[src/rtl/uart_rx_engine_pkg.sv]
// Shared definitions for the UART receive engine: state encoding, frame geometry.
package uart_rx_engine_pkg;

    localparam int SH_W = 10;

    typedef enum logic [1:0] {
        IDLE  = 2'd0,
        START = 2'd1,
        DATA  = 2'd2
    } rx_state_e;

    // Shifted bits per frame: data + optional parity + stop (start bit not stored).
    function automatic logic [3:0] frame_len(input logic eight, input logic pen);
        return 4'd8 + {3'b000, eight} + {3'b000, pen};
    endfunction

endpackage

[src/rtl/uart_rx_bit_timer.sv]
// Bit-time counter for the receiver; flags the half-bit or full-bit point of the current bit.
module uart_rx_bit_timer #(
    parameter int K_W = 19
) (
    input  logic           clk,
    input  logic           reset,
    input  logic [K_W-1:0] k_i,
    input  logic           run_i,
    input  logic           half_i,
    output logic           hit_o
);

    logic [K_W-1:0] btc_q;
    logic [K_W-1:0] keff;
    logic [K_W-1:0] half;
    logic [K_W-1:0] target;

    // k below 2 would make the half-bit target underflow, so clamp it.
    always_comb begin
        keff   = (k_i < K_W'(2)) ? K_W'(2) : k_i;
        half   = keff >> 1;
        target = half_i ? (half - K_W'(1)) : (keff - K_W'(1));
        hit_o  = run_i && (btc_q == target);
    end

    always_ff @(posedge clk) begin
        if (reset || !run_i || hit_o) begin
            btc_q <= '0;
        end else begin
            btc_q <= btc_q + K_W'(1);
        end
    end

endmodule

[src/rtl/uart_rx_engine.sv]
// UART receive engine: start-bit qualification, mid-bit sampling, frame assembly and status flags.
module uart_rx_engine
    import uart_rx_engine_pkg::*;
#(
    parameter int K_W = 19
) (
    input  logic            clk,
    input  logic            reset,
    input  logic            rx,
    input  logic [K_W-1:0]  k,
    input  logic            eight,
    input  logic            pen,
    input  logic            ohel,
    input  logic            clr,
    input  logic            stop_bit,
    output logic [SH_W-1:0] rx_sh,
    output logic [1:0]      cfg_sel,
    output logic [7:0]      data_out,
    output logic            rxrdy,
    output logic            perr,
    output logic            ferr,
    output logic            ovf
);

    logic            sync1_q;
    logic            rxs_q;
    rx_state_e       state_q;
    logic [3:0]      bc_q;
    logic [SH_W-1:0] rx_sh_q;
    logic            eight_q;
    logic            pen_q;
    logic            ohel_q;
    logic            done_q;
    logic            rxrdy_q;
    logic            perr_q;
    logic            ferr_q;
    logic            ovf_q;
    logic [7:0]      data_out_q;

    logic            hit;
    logic [3:0]      n;
    logic [3:0]      shamt;
    logic [SH_W-1:0] shift_d;
    logic [SH_W-1:0] frame_d;
    logic            last_bit;
    logic            perr_d;

    always_ff @(posedge clk) begin
        if (reset) begin
            sync1_q <= 1'b1;
            rxs_q   <= 1'b1;
        end else begin
            sync1_q <= rx;
            rxs_q   <= sync1_q;
        end
    end

    uart_rx_bit_timer #(
        .K_W (K_W)
    ) u_bit_timer (
        .clk    (clk),
        .reset  (reset),
        .k_i    (k),
        .run_i  (state_q != IDLE),
        .half_i (state_q == START),
        .hit_o  (hit)
    );

    // On the last bit the frame lands right-justified with the vacated top bits forced to 1.
    always_comb begin
        n        = frame_len(eight_q, pen_q);
        shamt    = 4'(SH_W) - n;
        shift_d  = {rxs_q, rx_sh_q[SH_W-1:1]};
        frame_d  = (shift_d >> shamt) | ~({SH_W{1'b1}} >> shamt);
        last_bit = (bc_q + 4'd1) == n;
        perr_d   = pen_q & ((^rx_sh_q[6:0]) ^ (eight_q & rx_sh_q[7])
                          ^ (eight_q ? rx_sh_q[8] : rx_sh_q[7]) ^ ohel_q);
    end

    always_ff @(posedge clk) begin
        if (reset) begin
            state_q    <= IDLE;
            bc_q       <= '0;
            rx_sh_q    <= {SH_W{1'b1}};
            eight_q    <= 1'b0;
            pen_q      <= 1'b0;
            ohel_q     <= 1'b0;
            done_q     <= 1'b0;
            rxrdy_q    <= 1'b0;
            perr_q     <= 1'b0;
            ferr_q     <= 1'b0;
            ovf_q      <= 1'b0;
            data_out_q <= '0;
        end else begin
            done_q <= 1'b0;
            unique case (state_q)
                IDLE: begin
                    bc_q <= '0;
                    if (!rxs_q) begin
                        eight_q <= eight;
                        pen_q   <= pen;
                        ohel_q  <= ohel;
                        state_q <= START;
                    end
                end
                START: begin
                    if (hit) begin
                        state_q <= rxs_q ? IDLE : DATA;
                    end
                end
                DATA: begin
                    if (hit) begin
                        if (last_bit) begin
                            rx_sh_q <= frame_d;
                            bc_q    <= '0;
                            done_q  <= 1'b1;
                            state_q <= IDLE;
                        end else begin
                            rx_sh_q <= shift_d;
                            bc_q    <= bc_q + 4'd1;
                        end
                    end
                end
                default: state_q <= IDLE;
            endcase

            // A completed frame takes priority over a coincident read strobe.
            if (done_q) begin
                rxrdy_q    <= 1'b1;
                data_out_q <= {eight_q & rx_sh_q[7], rx_sh_q[6:0]};
                ferr_q     <= ~stop_bit;
                perr_q     <= perr_d;
                ovf_q      <= rxrdy_q & ~clr;
            end else if (clr) begin
                rxrdy_q <= 1'b0;
                perr_q  <= 1'b0;
                ferr_q  <= 1'b0;
                ovf_q   <= 1'b0;
            end
        end
    end

    assign rx_sh    = rx_sh_q;
    assign cfg_sel  = {eight_q, pen_q};
    assign data_out = data_out_q;
    assign rxrdy    = rxrdy_q;
    assign perr     = perr_q;
    assign ferr     = ferr_q;
    assign ovf      = ovf_q;

endmodule

[config.mk]
export PLATFORM = sky130hd
export DESIGN_NAME = uart_rx_engine
export DESIGN_NICKNAME = d
export VERILOG_FILES = /design/src/rtl/uart_rx_engine_pkg.sv /design/src/rtl/uart_rx_bit_timer.sv /design/src/rtl/uart_rx_engine.sv
export SDC_FILE = /design/constraint.sdc
export NUM_CORES = 1
export LEC_CHECK = 0
export ABC_CLOCK_PERIOD_IN_PS = 6810
export CAP_MARGIN = 10
export CORE_UTILIZATION = 51
export CTS_CLUSTER_SIZE = 14
export DETAILED_ROUTE_END_ITERATION = 8
export PLACE_DENSITY = 0.85
export SYNTH_ARGS = -nofsm -noshare
export SYNTH_HDL_FRONTEND = slang
export SYNTH_SLANG_ARGS = --single-unit
[constraint.sdc]
create_clock -name clk -period 6.81 [get_ports clk]
set_input_delay 2.043 -clock clk [delete_from_list [all_inputs] [get_ports clk]]
set_output_delay 2.043 -clock clk [all_outputs]
set_load 0.005 [all_outputs]
=== After elaboration in Yosys (flattened, before gate mapping) ===
Cells that the tools add are included.

* Bits in registers: 53
* Input bits: 27
* Output and inout port bits: 24
* Logic and storage cells: 79

* Add/subtract/negate cells: 7
* $lt $le $gt $ge: 1
* Equality and inequality tests: 8
* Shift operators: 2
* Multiplexer cells: 19
* Bitwise gates (word level): 13
* Reduce and logical (&&, ||, !) cells: 14

{| class="wikitable"
|+ Operators with widths
! cell !! count
|-
| 19-bit 2-to-1 mux || 2
|-
| 19-bit by 1-bit adder with 19-bit output, second input constant || 1
|-
| 19-bit == test || 1
|-
| 19-bit by 2-bit less-than comparator with 1-bit output, second input constant || 1
|-
| 18-bit by 1-bit subtractor with 19-bit output, second input constant || 1
|-
| 19-bit by 1-bit subtractor with 19-bit output, second input constant || 1
|-
| 10-bit 2-to-1 mux || 1
|-
| 2-bit 2-to-1 mux || 5
|-
| 10-bit inverter || 1
|-
| 10-bit bitwise OR || 1
|-
| 10-bit by 4-bit right shift with 10-bit output || 1
|-
| 10-bit by 4-bit right shift with 10-bit output, first input constant || 1
|-
| 4-bit 2-to-1 mux || 2
|-
| 4-bit case mux with 2 select lines || 1
|-
| 1-bit 2-to-1 mux || 7
|-
| 7-bit parity || 1
|-
| 2-bit inequality test, second input constant || 3
|-
| 2-bit case mux with 3 select lines || 1
|-
| 2-bit AND reduction || 3
|-
| 2-bit nonzero test || 3
|-
| 1-bit inverter || 5
|-
| 4-bit by 1-bit adder with 4-bit output || 1
|-
| 4-bit by 1-bit adder with 4-bit output, first input constant || 1
|-
| 4-bit by 1-bit adder with 4-bit output, second input constant || 1
|-
| other kinds (13) || 18
|}

=== Longest topological paths before layout ===
* Word-level depth: 8
* Depth in mapped cells: 19
* Depth with buffers taken out: 15

=== Cells and area by module ===
A second synthesis with hierarchy kept.

* Cell total of the unflattened synthesis: 474
* Area total of the unflattened synthesis: 3955.0 um2

{| class="wikitable"
|+ By module, submodules not included
! module !! instances !! cells an instance !! area an instance (um2) !! seq. area each (um2)
|-
| uart_rx_bit_timer || 1 || 257 || 2079.5 || 380.4
|-
| uart_rx_engine || 1 || 217 || 1875.5 || 680.7
|}

=== Least setup slack after synthesis ===
No wires, ideal clock.

* Kind: input port to flip-flop
* Start point: input k[9]
* End point: register bc_q[0]
* Library setup time: 0.074 ns
* Data arrival time: 6.433 ns
* Data required time: 6.736 ns
* Slack: 0.302 ns
* Stages on the path: 18
* Buffers on the path: 3
* Cells stage by stage: buf_6 > or4_1 > or4_1 > buf_2 > o21ai_0 > a22oi_2 > inv_1 > ha_1 > nor2b_1 > o2111ai_1 > a2111o_1 > or4b_2 > nand3_1 > nand4_1 > or4_1 > buf_2 > or4_1 > a31oi_1

* Longest elaborated chain between the ends: 8
* Elaborated cells on any way between the ends: 9
* Those cells by class: add/sub (2); order compare (1); eq/ne (2); mux (2); reduce/logical (2)

{| class="wikitable"
|+ RTL lines
! what !! RTL line !! source
|-
| start: declaration || uart_rx_engine.sv:10 || <nowiki>input logic [K_W-1:0] k,</nowiki>
|-
| 19-bit by 2-bit less-than comparator with 1-bit output || uart_rx_bit_timer.sv:20 || <nowiki>keff = (k_i < K_W'(2)) ? K_W'(2) : k_i;</nowiki>
|-
| 19-bit 2-to-1 mux (*) || uart_rx_bit_timer.sv:20 ||
|-
| 19-bit by 1-bit subtractor with 19-bit output or 18-bit by 1-bit subtractor with 19-bit output (tied branches) || uart_rx_bit_timer.sv:22 || <nowiki>target = half_i ? (half - K_W'(1)) : (keff - K_W'(1));</nowiki>
|-
| 19-bit 2-to-1 mux (*) || uart_rx_bit_timer.sv:22 ||
|-
| 19-bit == test (*) || uart_rx_bit_timer.sv:23 || <nowiki>hit_o = run_i && (btc_q == target);</nowiki>
|-
| 1-bit logical AND (*) || uart_rx_bit_timer.sv:23 ||
|-
| 2-bit by 1-bit inequality test with 1-bit output (no line) (*) || -- ||
|-
| 2-bit AND reduction (no line) (*) || -- ||
|-
| end signal: assignment || uart_rx_engine.sv:120 || <nowiki>bc_q <= bc_q + 4'd1;</nowiki>
|-
| end: declaration || uart_rx_engine.sv:28 || <nowiki>logic [3:0] bc_q;</nowiki>
|}

Mark *: on every way between the ends. The rest lies on a longest branch, timed or not.
A chain may end at the register's enable or synchronous reset.

=== Worst setup path after layout ===
* Start point: input k[13]
* End point: register bc_q[0]

The elaborated chain is that of the path after synthesis.

==> metrics.json <==
{
  "logic_synthesis": {
    "yosysSeqAreaShare_pct": 27.4,
    "ys_seq_elements": 53,
    "postSynth.asyncResetShare_pct": 0,
    "avgSynthCellArea_um2": 7.81,
    "post_synth_instance_area_mm2": 0.00387,
    "synth-edff-count": 0,
    "synthFlopType": "sky130_fd_sc_hd__dfxtp_1",
    "synthesis.nets": 530,
    "synth_cells": 496,
    "synth_warnings": 0,
    "yosys.cell_types.count": 62
  },
  "clock_network": {
    "cts_tree": "done",
    "clock-sinks": 53,
    "cts_root_buffer": "sky130_fd_sc_hd__clkbuf_8",
    "clkTransAtPathRegs_ns": 0.10,
    "cts.path.max_buffers": 2,
    "htree_num_levels": 2,
    "post_cts.repair.setup_buffers": 0,
    "cts-buffers-inserted": 5,
    "worst_skew_pair.late_latency_ns": 0.32
  },
  "timing": {
    "report.final.slew_viol_count": 0,
    "rsz0062_at_grt": "false",
    "final.setup_skew_ns": 0.00751,
    "setup-violations-final": 0,
    "pin_slew_with_the_least_headroom_to_its_limit_ns": 0.929,
    "post-route-period-util_pct": 96.8,
    "timing.final.crit_period_ns": 6.59,
    "setup_total_negative_slack_ns": 0,
    "final_hold_violations": 0,
    "achievable-frequency_mhz": 152,
    "relSlewSlack_pct": 37.9
  },
  "cells_and_area": {
    "number_of_nets_in_the_layout": 577,
    "postLayoutCoreUtil_pct": 64.1,
    "top_library_cells_by_usage_in_the_layout_fill_and_taps_aside": "sky130_fd_sc_hd__nor2_1, sky130_fd_sc_hd__dfxtp_1, sky130_fd_sc_hd__clkdlybuf4s50_1, sky130_fd_sc_hd__nand2_1",
    "final_cells": 643,
    "areaGrowthSynthToFinish_pct": 20.6,
    "most_common_cell_after_layout_fill_and_taps_aside": "sky130_fd_sc_hd__nor2_1",
    "num_antenna_cells": 0,
    "drive_above_1_share_pct": 10.5
  },
  "floorplan": {
    "placement_rows": 31,
    "chipWidth_um": 89.2,
    "die_height_um": 89.2,
    "core_area_mm2": 0.00729,
    "ioPinCount": 51,
    "design.die.area_mm2": 0.00795,
    "initial_utilization_pct": 53.1
  },
  "global_routing": {
    "globalRouteTotalUtil_pct": 26.0,
    "grt_first_pass_wirelength_um": 16500,
    "first_global_vias": 3691,
    "overflow": 0,
    "pin_count_of_the_biggest_net_entering_global_routing": 35,
    "antenna_found_initial": 0
  },
  "worst_setup_path": {
    "timing.reg2reg.worst_path_depth": 14,
    "crit_path_cell_chain": "clkdlybuf4s50_1 -> or4_1 -> or4_1 -> o21ai_0 -> a22oi_2 -> inv_1 -> ha_1 -> nor2b_1 -> o2111ai_1 -> a2111o_1 -> or4b_2 -> nand3_1 -> nand4_1 -> or4_4 -> or4_1 -> a31oi_1",
    "timing.critical_path.slowest_stage_cell": "sky130_fd_sc_hd__or4b_2",
    "worstSetupEndpointType": "register",
    "crit_type": "primary input to register",
    "start_kind": "primary input",
    "timing.critical_path.arrival_ns": 6.82,
    "critical-path-top-cell-by-count": "sky130_fd_sc_hd__or4_1",
    "path_max_fanout": 6,
    "worst_ep_required_time_ns": 7.04,
    "slowest_delay_ns": 0.61
  },
  "placement": {
    "placement.io_buffers": 50,
    "inst_count_dp": 635,
    "dp_hpwl_um": 7290,
    "gp_congestion": 0.836
  },
  "drt": {
    "detail_routed_net_length_per_standard_cell_um": 15.7,
    "firstDrtPassIters": 5,
    "drt-total-wl_um": 10100,
    "vias": 3912,
    "drtAntennaViolNets": 0,
    "post_drt_via_cell_ratio": 6.08,
    "violation_count_after_the_first_detailed_routing_iteration": 215,
    "drc_errors": 0
  },
  "job": {
    "cap_viol_max_count": 0
  },
  "min_path": {
    "hold_path_depth": 1,
    "worstHoldPathType": "register to register"
  },
  "status": {
    "status": "completed"
  },
  "power_and_ir_drop": {
    "vdd.ir_drop.worst_mv": 0.121,
    "report.power.total_uw": 618,
    "p_per_area_mw_per_mm2": 132,
    "leakage_nw": 1.66
  }
}
flip-flops by register name, indices dropped and copies added (netlist names), 2 cells and up:
signal	cells
u_bit_timer.btc_q	19
rx_sh	10
data_out	8
bc_q	4
state_q	2
logic make-up after synthesis:
group | after synthesis | synth area share, %
xor gates and xnor gates | 46 | 10.4
and+or+nand+nor | 196 | 26.4
adders and majority gates | 8 | 2.52
buffers and inverters | 56 | 6.01
muxes | 27 | 7.14
AOI/OAI and AO/OA | 110 | 20.1
DFF | 53 | 27.4
per-layer routing:
metal / GRT usage, % / vias up / wire, um
li1: - / 1904 / -
met5: 0 / - / 0
met1: 29.9 / 1850 / 4290
met4: 10.5 / 0 / 218
met2: 48.3 / 141 / 5070
met3: 3.42 / 17 / 523
final cells by class:
type	count	area, um^2
Inverter	16	60.1
Clock buffer	5	68.8
Tap cell	99	124
Clock inverter	3	28.8
Timing Repair Buffer	80	738
Sequential cell	53	1060
Multi-Input combinational cell	387	2590
Fill cell	659	2620
synthesized netlist by cell type, types with 3 or more instances:
library cell,number,area [um^2]
sky130_fd_sc_hd__a2111oi_0,3,26.3
sky130_fd_sc_hd__a21boi_0,3,22.5
sky130_fd_sc_hd__a21oi_1,20,100
sky130_fd_sc_hd__a31oi_1,7,43.8
sky130_fd_sc_hd__and3_1,7,43.8
sky130_fd_sc_hd__and3b_1,3,26.3
sky130_fd_sc_hd__buf_1,4,15.0
sky130_fd_sc_hd__buf_2,6,30.0
sky130_fd_sc_hd__clkbuf_1,27,101
sky130_fd_sc_hd__dfxtp_1,53,1060
sky130_fd_sc_hd__ha_1,7,87.6
sky130_fd_sc_hd__inv_1,16,60.1
sky130_fd_sc_hd__mux2_2,5,56.3
sky130_fd_sc_hd__mux2i_1,22,220
sky130_fd_sc_hd__nand2_1,33,124
sky130_fd_sc_hd__nand2b_1,7,43.8
sky130_fd_sc_hd__nand3_1,29,145
sky130_fd_sc_hd__nand3b_1,8,60.1
sky130_fd_sc_hd__nand4_1,7,43.8
sky130_fd_sc_hd__nor2_1,54,203
sky130_fd_sc_hd__nor2b_1,7,43.8
sky130_fd_sc_hd__nor3_1,8,40.0
sky130_fd_sc_hd__nor3b_1,4,30.0
sky130_fd_sc_hd__nor4_1,3,18.8
sky130_fd_sc_hd__nor4bb_1,3,30.0
sky130_fd_sc_hd__o2111ai_1,15,131
sky130_fd_sc_hd__o211ai_1,5,37.5
sky130_fd_sc_hd__o21ai_0,22,110
sky130_fd_sc_hd__o22ai_1,3,18.8
sky130_fd_sc_hd__o311ai_0,3,26.3
sky130_fd_sc_hd__o31ai_1,4,30.0
sky130_fd_sc_hd__or2_2,4,25.0
sky130_fd_sc_hd__or3_1,7,43.8
sky130_fd_sc_hd__or4_1,7,52.6
sky130_fd_sc_hd__xnor2_1,24,210
sky130_fd_sc_hd__xor2_1,22,193
critical path: cells and delay by family:
kind            cells  cell delay [ns]
simple gates        8             2.94
buf+inv             2             0.52
fa+ha+maj           1             0.16
compound gates      5             1.15
where the power goes:
part / internal, mW / total [mW] / switching, mW
Combinational: 0.0532 / 0.111 / 0.0580
Clock: 0.0771 / 0.192 / 0.115
Sequential: 0.311 / 0.315 / 0.00397
per-stage QoR:
stage	worst slack (ns)	instance area (um^2)	hold WS [ns]
final	0.221	4670	0.433
after detailed placement	-0.156	4570	0.410
after global placement	-0.0291	4570	0.399
after CTS	0.159	4670	0.439
after floorplan	0.302	3870	0.389
after global routing	0.0134	4670	0.466
what timing repair did:
item / in CTS / in global routing
hold buffers: 0 / 0
resized for setup: 0 / 2
setup endpoints to repair: 0 / 12
final timing paths:
kind	from	end	slack, ns
worst max register to register	state_q[1]$_SDFFE_PP0P_	bc_q[0]$_SDFFE_PP0P_	2.18
worst max-delay path	k[13]	bc_q[0]$_SDFFE_PP0P_	0.22
worst min register to register	sync1_q$_SDFF_PP1_	rxs_q$_SDFF_PP1_	0.43
worst min-delay path	sync1_q$_SDFF_PP1_	rxs_q$_SDFF_PP1_	0.43
No activity file was read; power rests on OpenSTA's default activity.
